===== config.mk =====
export PLATFORM = sky130hd
export DESIGN_NAME = axi_dma_scheduler_flat
export DESIGN_NICKNAME = d
export VERILOG_FILES = /design/src/rtl/axi_dma_scheduler_if.sv /design/src/rtl/axi_dma_scheduler.sv /design/src/flat_wrapper.sv
export SDC_FILE = /design/constraint.sdc
export NUM_CORES = 1
export LEC_CHECK = 0
export CORE_MARGIN = 1.5
export CORE_UTILIZATION = 34
export CTS_BUF_LIST = sky130_fd_sc_hd__clkbuf_2
export CTS_CLUSTER_DIAMETER = 80
export DETAILED_ROUTE_END_ITERATION = 16
export PLACE_DENSITY_LB_ADDON = 0.08
export SLEW_MARGIN = 25
export SYNTH_ARGS = -nofsm -noshare
export SYNTH_HDL_FRONTEND = slang
export SYNTH_SLANG_ARGS = --single-unit

===== constraint.sdc =====
create_clock -name clk -period 7.15 [get_ports clk]
set_input_delay 1.0725 -clock clk [delete_from_list [all_inputs] [get_ports clk]]
set_output_delay 1.0725 -clock clk [all_outputs]
set_load 0.01 [all_outputs]

===== src/rtl/axi_dma_scheduler_if.sv =====
// Request, burst-command and completion signals between the DMA scheduler,
// its two requesters and the AXI master interface.
interface axi_dma_scheduler_if #(
    parameter int unsigned ADDR_WIDTH = 32,
    parameter int unsigned LEN_WIDTH  = 8,
    parameter int unsigned XFER_WIDTH = 20
);
    logic                  rd_req_valid;
    logic                  rd_req_ready;
    logic [ADDR_WIDTH-1:0] rd_req_addr;
    logic [XFER_WIDTH-1:0] rd_req_beats;
    logic                  wr_req_valid;
    logic                  wr_req_ready;
    logic [ADDR_WIDTH-1:0] wr_req_addr;
    logic [XFER_WIDTH-1:0] wr_req_beats;
    logic                  cmd_valid;
    logic                  cmd_ready;
    logic                  cmd_is_write;
    logic [ADDR_WIDTH-1:0] cmd_addr;
    logic [LEN_WIDTH-1:0]  cmd_len;
    logic                  burst_done;
    logic                  rd_done;
    logic                  wr_done;
    logic                  busy;

    // Scheduler side
    modport master (
        input  rd_req_valid, rd_req_addr, rd_req_beats,
        input  wr_req_valid, wr_req_addr, wr_req_beats,
        input  cmd_ready, burst_done,
        output rd_req_ready, wr_req_ready,
        output cmd_valid, cmd_is_write, cmd_addr, cmd_len,
        output rd_done, wr_done, busy
    );

    // Requester / AXI master-interface side
    modport slave (
        output rd_req_valid, rd_req_addr, rd_req_beats,
        output wr_req_valid, wr_req_addr, wr_req_beats,
        output cmd_ready, burst_done,
        input  rd_req_ready, wr_req_ready,
        input  cmd_valid, cmd_is_write, cmd_addr, cmd_len,
        input  rd_done, wr_done, busy
    );
endinterface


===== src/rtl/axi_dma_scheduler.sv =====
// Round-robin read/write transfer scheduler: splits each accepted transfer into
// AXI bursts (<= MAX_BURST beats, no 4 KB crossing), one burst outstanding at a time.
module axi_dma_scheduler #(
    parameter int unsigned ADDR_WIDTH     = 32,
    parameter int unsigned LEN_WIDTH      = 8,
    parameter int unsigned MAX_BURST      = 256,
    parameter int unsigned BYTES_PER_BEAT = 32,
    parameter int unsigned XFER_WIDTH     = 20
) (
    input logic                 clk,
    input logic                 rst_n,
    axi_dma_scheduler_if.master bus
);
    localparam int unsigned BEAT_SHIFT = $clog2(BYTES_PER_BEAT);
    localparam int unsigned PAGE_BEATS = 4096 / BYTES_PER_BEAT;

    typedef enum logic [1:0] {
        IDLE,
        ISSUE,
        WAIT,
        FINISH
    } state_t;

    state_t                state_q, state_d;
    logic [ADDR_WIDTH-1:0] addr_q, addr_d;
    logic [XFER_WIDTH-1:0] rem_q, rem_d;
    logic [XFER_WIDTH-1:0] burst_q, burst_d;
    logic [XFER_WIDTH-1:0] page_left;
    logic                  dir_q, dir_d;
    logic                  last_grant_q, last_grant_d;
    logic                  rd_grant, wr_grant;

    logic                  cmd_valid_q;
    logic                  cmd_is_write_q;
    logic [ADDR_WIDTH-1:0] cmd_addr_q;
    logic [LEN_WIDTH-1:0]  cmd_len_q;
    logic                  rd_done_q;
    logic                  wr_done_q;
    logic                  busy_q;

    // Arbitration: a lone requester wins, a tie goes to the side not granted last
    always_comb begin
        rd_grant = (state_q == IDLE) && bus.rd_req_valid && (!bus.wr_req_valid || last_grant_q);
        wr_grant = (state_q == IDLE) && bus.wr_req_valid && (!bus.rd_req_valid || !last_grant_q);
    end

    // Next state, transfer bookkeeping and size of the burst about to be issued
    always_comb begin
        state_d      = state_q;
        addr_d       = addr_q;
        rem_d        = rem_q;
        dir_d        = dir_q;
        last_grant_d = last_grant_q;
        page_left    = '0;
        burst_d      = '0;

        case (state_q)
            IDLE: begin
                if (rd_grant) begin
                    addr_d       = bus.rd_req_addr & ~ADDR_WIDTH'(BYTES_PER_BEAT - 1);
                    rem_d        = bus.rd_req_beats;
                    dir_d        = 1'b0;
                    last_grant_d = 1'b0;
                    state_d      = (rem_d == '0) ? FINISH : ISSUE;
                end else if (wr_grant) begin
                    addr_d       = bus.wr_req_addr & ~ADDR_WIDTH'(BYTES_PER_BEAT - 1);
                    rem_d        = bus.wr_req_beats;
                    dir_d        = 1'b1;
                    last_grant_d = 1'b1;
                    state_d      = (rem_d == '0) ? FINISH : ISSUE;
                end
            end
            ISSUE: begin
                if (bus.cmd_ready) begin
                    state_d = WAIT;
                end
            end
            WAIT: begin
                if (bus.burst_done) begin
                    addr_d  = addr_q + (ADDR_WIDTH'(burst_q) << BEAT_SHIFT);
                    rem_d   = rem_q - burst_q;
                    state_d = (rem_d == '0) ? FINISH : ISSUE;
                end
            end
            FINISH: begin
                state_d = IDLE;
            end
            default: begin
                state_d = IDLE;
            end
        endcase

        // Beats left before the next 4 KB page; always >= 1 for an aligned address
        page_left = XFER_WIDTH'(PAGE_BEATS) - XFER_WIDTH'(addr_d[11:BEAT_SHIFT]);
        burst_d   = rem_d;
        if (burst_d > XFER_WIDTH'(MAX_BURST)) begin
            burst_d = XFER_WIDTH'(MAX_BURST);
        end
        if (burst_d > page_left) begin
            burst_d = page_left;
        end
    end

    always_ff @(posedge clk) begin
        if (!rst_n) begin
            state_q        <= IDLE;
            addr_q         <= '0;
            rem_q          <= '0;
            burst_q        <= '0;
            dir_q          <= 1'b0;
            last_grant_q   <= 1'b1;
            cmd_valid_q    <= 1'b0;
            cmd_is_write_q <= 1'b0;
            cmd_addr_q     <= '0;
            cmd_len_q      <= '0;
            rd_done_q      <= 1'b0;
            wr_done_q      <= 1'b0;
            busy_q         <= 1'b0;
        end else begin
            state_q      <= state_d;
            addr_q       <= addr_d;
            rem_q        <= rem_d;
            dir_q        <= dir_d;
            last_grant_q <= last_grant_d;
            cmd_valid_q  <= (state_d == ISSUE);
            // Command fields load only on entry to ISSUE so they hold during backpressure
            if ((state_d == ISSUE) && (state_q != ISSUE)) begin
                cmd_addr_q     <= addr_d;
                cmd_len_q      <= LEN_WIDTH'(burst_d - XFER_WIDTH'(1));
                cmd_is_write_q <= dir_d;
                burst_q        <= burst_d;
            end
            rd_done_q <= (state_q == FINISH) && !dir_q;
            wr_done_q <= (state_q == FINISH) && dir_q;
            busy_q    <= (state_d != IDLE);
        end
    end

    assign bus.rd_req_ready = rd_grant;
    assign bus.wr_req_ready = wr_grant;
    assign bus.cmd_valid    = cmd_valid_q;
    assign bus.cmd_is_write = cmd_is_write_q;
    assign bus.cmd_addr     = cmd_addr_q;
    assign bus.cmd_len      = cmd_len_q;
    assign bus.rd_done      = rd_done_q;
    assign bus.wr_done      = wr_done_q;
    assign bus.busy         = busy_q;
endmodule


===== src/flat_wrapper.sv =====
// flat-port wrapper written by rule: the top's interface ports become plain ports
module axi_dma_scheduler_flat 
#(
    parameter int unsigned ADDR_WIDTH     = 32,
    parameter int unsigned LEN_WIDTH      = 8,
    parameter int unsigned MAX_BURST      = 256,
    parameter int unsigned BYTES_PER_BEAT = 32,
    parameter int unsigned XFER_WIDTH     = 20
)
  (clk, rst_n, bus_rd_req_valid, bus_rd_req_addr, bus_rd_req_beats, bus_wr_req_valid, bus_wr_req_addr, bus_wr_req_beats, bus_cmd_ready, bus_burst_done, bus_rd_req_ready, bus_wr_req_ready, bus_cmd_valid, bus_cmd_is_write, bus_cmd_addr, bus_cmd_len, bus_rd_done, bus_wr_done, bus_busy);
  axi_dma_scheduler_if #(.ADDR_WIDTH(ADDR_WIDTH), .LEN_WIDTH(LEN_WIDTH), .XFER_WIDTH(XFER_WIDTH)) bus_i ();
  input logic clk;
  input logic rst_n;
  input wire logic [$bits(bus_i.rd_req_valid)-1:0] bus_rd_req_valid;
  input wire logic [$bits(bus_i.rd_req_addr)-1:0] bus_rd_req_addr;
  input wire logic [$bits(bus_i.rd_req_beats)-1:0] bus_rd_req_beats;
  input wire logic [$bits(bus_i.wr_req_valid)-1:0] bus_wr_req_valid;
  input wire logic [$bits(bus_i.wr_req_addr)-1:0] bus_wr_req_addr;
  input wire logic [$bits(bus_i.wr_req_beats)-1:0] bus_wr_req_beats;
  input wire logic [$bits(bus_i.cmd_ready)-1:0] bus_cmd_ready;
  input wire logic [$bits(bus_i.burst_done)-1:0] bus_burst_done;
  output wire logic [$bits(bus_i.rd_req_ready)-1:0] bus_rd_req_ready;
  output wire logic [$bits(bus_i.wr_req_ready)-1:0] bus_wr_req_ready;
  output wire logic [$bits(bus_i.cmd_valid)-1:0] bus_cmd_valid;
  output wire logic [$bits(bus_i.cmd_is_write)-1:0] bus_cmd_is_write;
  output wire logic [$bits(bus_i.cmd_addr)-1:0] bus_cmd_addr;
  output wire logic [$bits(bus_i.cmd_len)-1:0] bus_cmd_len;
  output wire logic [$bits(bus_i.rd_done)-1:0] bus_rd_done;
  output wire logic [$bits(bus_i.wr_done)-1:0] bus_wr_done;
  output wire logic [$bits(bus_i.busy)-1:0] bus_busy;
  assign bus_i.rd_req_valid = bus_rd_req_valid;
  assign bus_i.rd_req_addr = bus_rd_req_addr;
  assign bus_i.rd_req_beats = bus_rd_req_beats;
  assign bus_i.wr_req_valid = bus_wr_req_valid;
  assign bus_i.wr_req_addr = bus_wr_req_addr;
  assign bus_i.wr_req_beats = bus_wr_req_beats;
  assign bus_i.cmd_ready = bus_cmd_ready;
  assign bus_i.burst_done = bus_burst_done;
  assign bus_rd_req_ready = bus_i.rd_req_ready;
  assign bus_wr_req_ready = bus_i.wr_req_ready;
  assign bus_cmd_valid = bus_i.cmd_valid;
  assign bus_cmd_is_write = bus_i.cmd_is_write;
  assign bus_cmd_addr = bus_i.cmd_addr;
  assign bus_cmd_len = bus_i.cmd_len;
  assign bus_rd_done = bus_i.rd_done;
  assign bus_wr_done = bus_i.wr_done;
  assign bus_busy = bus_i.busy;
  axi_dma_scheduler #(.ADDR_WIDTH(ADDR_WIDTH), .LEN_WIDTH(LEN_WIDTH), .MAX_BURST(MAX_BURST), .BYTES_PER_BEAT(BYTES_PER_BEAT), .XFER_WIDTH(XFER_WIDTH)) u_core (.clk(clk), .rst_n(rst_n), .bus(bus_i));
endmodule

-- Word-level counts from Yosys, hierarchy flattened
Cells that the tools add are included.
- bits in registers: 121
- latch bits: 0
- memory bits (writable): 0
- memory bits (read-only): 0
- bits of input ports: 110
- output and inout port bits: 47
- logic and storage cells: 67
- memories: 0
- add/sub/neg operators: 4
- multiply operators: 0
- divide/modulo/power cells: 0
- magnitude comparators: 2
- equality and inequality tests: 5
- shifts and indexed selects: 0
- mux-type cells: 23
- bitwise operators: 0
- reductions and logical operators: 20
- operators with widths (cell ; count):
    $mux 20 ; 5
    $mux 32 ; 3
    $pmux 32 s2 ; 1
    $logic_not 20->1 ; 3
    $pmux 20 s2 ; 1
    $add 32x25->32 ; 1
    $gt 20x20->1 ; 1
    $gt 20x9->1 const B ; 1
    $sub 20x20->20 ; 1
    $mux 2 ; 7
    $sub 8x7->9 const A ; 1
    $pmux 2 s4 ; 1
    $sub 8x1->8 const B ; 1
    $logic_and 1x1->1 ; 7
    $mux 1 ; 5
    $eq 2x1->1 const B ; 2
    $eq 2x2->1 const B ; 2
    $logic_not 1->1 ; 4
    $reduce_bool 2->1 ; 2
    $logic_not 2->1 ; 1
    $logic_or 1x1->1 ; 2
    $ne 2x1->1 const B ; 1
    $reduce_and 2->1 ; 1

-- Depth between registers and ports, before layout
- depth in word-level cells: 11
- gate-level depth with buffers: 29
- mapped depth without buffers: 29

-- Worst setup path before layout
Ideal clock, no wire load.
- path kind: input -> register
- start point: input bus_wr_req_valid
- end point: register u_core.cmd_len_q[6] (netlist: u_core.bus.cmd_len[6])
- setup time: 0.115 ns
- data arrival time: 6.038 ns
- data required time: 7.035 ns
- path slack: 0.997 ns
- stages on the path: 28
- buffers on the path: 2
- cells stage by stage: buf_4 -> a21boi_4 -> nand2_1 -> clkinv_1 -> clkbuf_1 -> mux2_2 -> a222oi_1 -> o21ai_0 -> a21oi_1 -> a41o_1 -> nand4_1 -> nor2_1 -> ha_1 -> nor2b_1 -> o21a_1 -> o21ai_0 -> nand2b_1 -> a21oi_1 -> o21ai_0 -> a21boi_0 -> nand4_2 -> mux2_2 -> ha_1 -> and3_1 -> and3_1 -> mux2i_1 -> xnor2_1 -> o21a_1
- word-level cells in the longest chain between the ends: 10
- elaborated cells between the ends (all ways): 22
- classes of those cells: add/sub: 2; order compare: 2; eq/ne: 1; mux: 11; reduce/logical: 6
- RTL lines (what ; RTL line ; RTL):
    start, declared ; flat_wrapper.sv:17 ; input wire logic [$bits(bus_i.wr_req_valid)-1:0] bus_wr_req_valid;
    $logic_and 1x1->1 / $logic_not 1->1 (equally long branches) ; axi_dma_scheduler.sv:44, axi_dma_scheduler.sv:43 ;
    $logic_and 1x1->1 / $logic_or 1x1->1 (equally long branches) ; axi_dma_scheduler.sv:44, axi_dma_scheduler.sv:43 ;
    $mux 20 / $logic_and 1x1->1 (equally long branches) ; axi_dma_scheduler.sv:65, axi_dma_scheduler.sv:43 ;
    $mux 20 ; axi_dma_scheduler.sv:59 ; if (rd_grant) begin
    $pmux 20 s2 ; axi_dma_scheduler.sv:57 ; case (state_q)
    $gt 20x9->1 ; axi_dma_scheduler.sv:96 ; if (burst_d > XFER_WIDTH'(MAX_BURST)) begin
    $mux 20 ; axi_dma_scheduler.sv:96 ;
    $gt 20x20->1 ; axi_dma_scheduler.sv:99 ; if (burst_d > page_left) begin
    $mux 20 ; axi_dma_scheduler.sv:99 ;
    $sub 8x1->8 ; axi_dma_scheduler.sv:129 ; cmd_len_q <= LEN_WIDTH'(burst_d - XFER_WIDTH'(1));
    end signal, assigned ; axi_dma_scheduler.sv:129 ;
    end, declared ; axi_dma_scheduler.sv:36 ; logic [LEN_WIDTH-1:0] cmd_len_q;
Several ways; a longest one is shown, not always the timed one.
A chain may end at the register's enable or synchronous reset.

-- Final worst setup path
- start point: register u_core.burst_q[1]
- end point: register u_core.cmd_len_q[6] (netlist: u_core.bus.cmd_len[6])
- word-level cells in the longest chain between the ends: 8
- elaborated cells between the ends (all ways): 18
- classes of those cells: add/sub: 4; order compare: 2; eq/ne: 1; mux: 9; reduce/logical: 2
- RTL lines (what ; RTL line ; RTL):
    start, declared ; axi_dma_scheduler.sv:27 ; logic [XFER_WIDTH-1:0] burst_q, burst_d;
    start signal, assigned ; axi_dma_scheduler.sv:131 ; burst_q <= burst_d;
    $sub 20x20->20 ; axi_dma_scheduler.sv:81 ; rem_d = rem_q - burst_q;
    $mux 20 ; axi_dma_scheduler.sv:79 ; if (bus.burst_done) begin
    $pmux 20 s2 ; axi_dma_scheduler.sv:57 ;
    $gt 20x9->1 ; axi_dma_scheduler.sv:96 ;
    $mux 20 ; axi_dma_scheduler.sv:96 ;
    $gt 20x20->1 ; axi_dma_scheduler.sv:99 ;
    $mux 20 ; axi_dma_scheduler.sv:99 ;
    $sub 8x1->8 ; axi_dma_scheduler.sv:129 ;
Several ways; a longest one is shown, not always the timed one.

==> flow_metrics.env <==
export IMPL_status="completed"
export IMPL_path_max_fanout=7
export IMPL_clock_latency_ns=0.75
export IMPL_hp_class="reg -> reg"
export IMPL_period_needed_ns=6.12
export IMPL_met3_length_um=1790
export IMPL_hold_viol=0
export IMPL_wl_met2_um=14700
export IMPL_critPathMaxStageDelay_ns=0.47
export IMPL_final_max_slew_viol_count=0
export IMPL_core_area_mm2=0.0243
export IMPL_max_cap_violations=0
export IMPL_postSynthCellCount=1073
export IMPL_path_buf_inv=2
export IMPL_die_h_um=160
export IMPL_drc_errors=0
export IMPL_final_common_cell="clkdlybuf4s50_1"
export IMPL_hold_depth=2
export IMPL_grt_start_max_net_pins=55
export IMPL_finClkSkew_ns=0.0580
export IMPL_drive_gt1_frac=0.0970
export IMPL_setup_viol=0
export IMPL_track_usage=0.249
export IMPL_nets=1385
export IMPL_finalNonFillerCells=1563
export IMPL_crit_arrival_ns=6.79
export IMPL_dr_pass1_iters=7
export IMPL_path_depth=29
export IMPL_fmax_mhz=163
export IMPL_routed_wl_um=32100
export IMPL_irDropWorstVdd_v=0.000118
export IMPL_synth_area_per_cell_um2=7.84
export IMPL_end_kind="flop"
export IMPL_detail_route_antenna_nets=0
export IMPL_final_cell_mix="146 x clkdlybuf4s50_1, 131 x nor2_1, 121 x dfxtp_1"
export IMPL_worst_setup_path_type="reg -> reg"
export IMPL_rows=57
export IMPL_synth_edff_count=0
export IMPL_holdBufCountCts=0
export IMPL_start_util=0.346
export IMPL_clockBufferDepth=2
export IMPL_grt_pass1_wl_um=48600
export IMPL_synthFlopType="dfxtp_1"
export IMPL_grt_setup_unrepaired="no"
export IMPL_io_buffers=146
export IMPL_synth_distinct_cells=80
export IMPL_whs_ns=0.463
export IMPL_postSynthNetCount=1234
export IMPL_path_clk_slew_ns=0.27
export IMPL_gp_congestion=0.884
export IMPL_register_area_mm2=0.00242
export IMPL_fin_util=0.438
export IMPL_multi_input_area_mm2=0.00555
export IMPL_reg2reg_depth=29
export IMPL_grt_pass1_vias=8126
export IMPL_grt_ovfl_total=0
export IMPL_critPathSlowestCell="dfxtp_1"
export IMPL_antenna_found_initial=1
export IMPL_nFillCells=2496
export IMPL_ys_seq_area_frac=0.288
export IMPL_place_inst=1529
export IMPL_syn_cell_area_mm2=0.00842
export IMPL_drt_iter0_drc=617
export IMPL_cts_root_buffer_cell="clkbuf_2"
export IMPL_cp_top_family="compound AO/OA/AOI/OAI gates"
export IMPL_power_density_mw_per_mm2=226
export IMPL_wl_met1_um=14900
export IMPL_vias_per_cell=5.52
export IMPL_cts_buffers=17
export IMPL_die_x_um=160
export IMPL_fin_tns_setup_ns=0
export IMPL_slew_headroom=0.320
export IMPL_drt_wirelength_per_cell_um=20.5
export IMPL_cts_setup_buffers=0
export IMPL_die_area_mm2=0.0257
export IMPL_critPathRequiredTime_ns=7.82
export IMPL_syn2layout_area_growth_pct=26.4
export IMPL_final_period_utilization=0.856
export IMPL_p_leak_nw=4.37
export IMPL_synthArstFlopShare=0
export IMPL_startpoint_type="flop"
export IMPL_yosysWarnings=0
export IMPL_cts_tree="yes"
export IMPL_h_tree_depth=4
export IMPL_postCtsResizedCells=0
export IMPL_dr_max_layer_used="met4"
export IMPL_cts_sinks=121
export IMPL_vias=8623
export IMPL_pin_count=157
export IMPL_tightest_slew_ns=1.02
export IMPL_hpwl_um=24400
export IMPL_synth_ff_latch_count=121
-- area by class of cell --
type / count / area share
diodes: 2 / 0.000470
inverters: 44 / 0.0158
repair buffers: 195 / 0.172
well taps: 324 / 0.0381
clock buffers: 17 / 0.00800
multi-input cells: 845 / 0.522
clock inverters: 15 / 0.0162
flip-flops and latches: 121 / 0.228
-- layer usage --
metal	track usage	vias to the layer above
met2	0.401	274
li1	-	4248
met4	0.0714	0
met1	0.341	4071
met5	0	-
met3	0.0411	30
-- path summary, 6_finish.rpt --
check / start / endpoint / slack (ns)
worst min-delay path: u_core.addr_q[3] / u_core.bus.cmd_addr[3] / 0.46
worst max register to register: u_core.burst_q[1] / u_core.bus.cmd_len[6] / 1.03
worst min register to register: u_core.addr_q[3] / u_core.bus.cmd_addr[3] / 0.46
worst max-delay path: u_core.burst_q[1] / u_core.bus.cmd_len[6] / 1.03
-- synth_stat cells (all sizes together), types with 12 or more instances --
library cell  count  area (um^2)
o21a             20          150
ha               49          613
o21ai            47          239
xnor2            27          236
a21oi            61          309
inv              42          158
nand2            96          360
nor4             15         93.8
a211oi           25          213
nor2            133          499
buf              20          126
nor3             34          175
a221oi           12          105
a21o             15          113
nand3            31          155
mux2i            33          330
o221ai           16          140
dfxtp           121         2420
and2             21          131
or3              13         81.3
clkbuf           43          161
and3             24          150
-- tightest hold or removal path, cell delays in order, from the launching register on --
cell and delay [ns]:
dfxtp_1 0.37, nand3_1 0.06, a21oi_1 0.06
-- registers in the layout, summed over array words and instances, names as in the netlist --
name	count
u_core.burst_q	20
u_core.bus.cmd_is_write	1
u_core.addr_q	32
u_core.bus.cmd_addr	32
u_core.bus.cmd_len	8
u_core.last_grant_q	1
u_core.bus.busy	1
u_core.dir_q	1
u_core.rem_q	20
u_core.bus.cmd_valid	1
u_core.bus.rd_done	1
u_core.bus.wr_done	1
u_core.state_q	2
-- cells by family (layout without fill, tap and decap cells) --
family	Yosys count	count (layout)	synth area share
AO/OA/AOI/OAI	300	300	0.255
multiplexers	40	40	0.0486
adder cells (fa/ha/maj)	51	51	0.0776
buffers and inverters	107	271	0.0538
AND/OR/NAND/NOR	418	418	0.240
flip-flops	121	121	0.288
XOR/XNOR	36	36	0.0375
other	0	2	0
-- where the power goes --
group          switching (mW)  internal (mW)
logic                   0.623          0.485
clock network           0.345          0.149
registers              0.0592          0.749
-- stage by stage --
| step | cell area, um^2 | power (mW) | setup slack, ns |
|---|---|---|---|
| 6_report | 10600 | 2.41 | 1.03 |
| 5_1_grt | 10600 | 2.56 | 0.569 |
| 4_1_cts | 10600 | 2.42 | 1.07 |
| 3_5_place_dp | 10400 | 1.91 | 0.437 |
| 3_3_place_gp | 10400 | 1.91 | 0.465 |
| 2_1_floorplan | 8420 | 1.51 | 0.997 |
(Power assumes the default switching activity.)
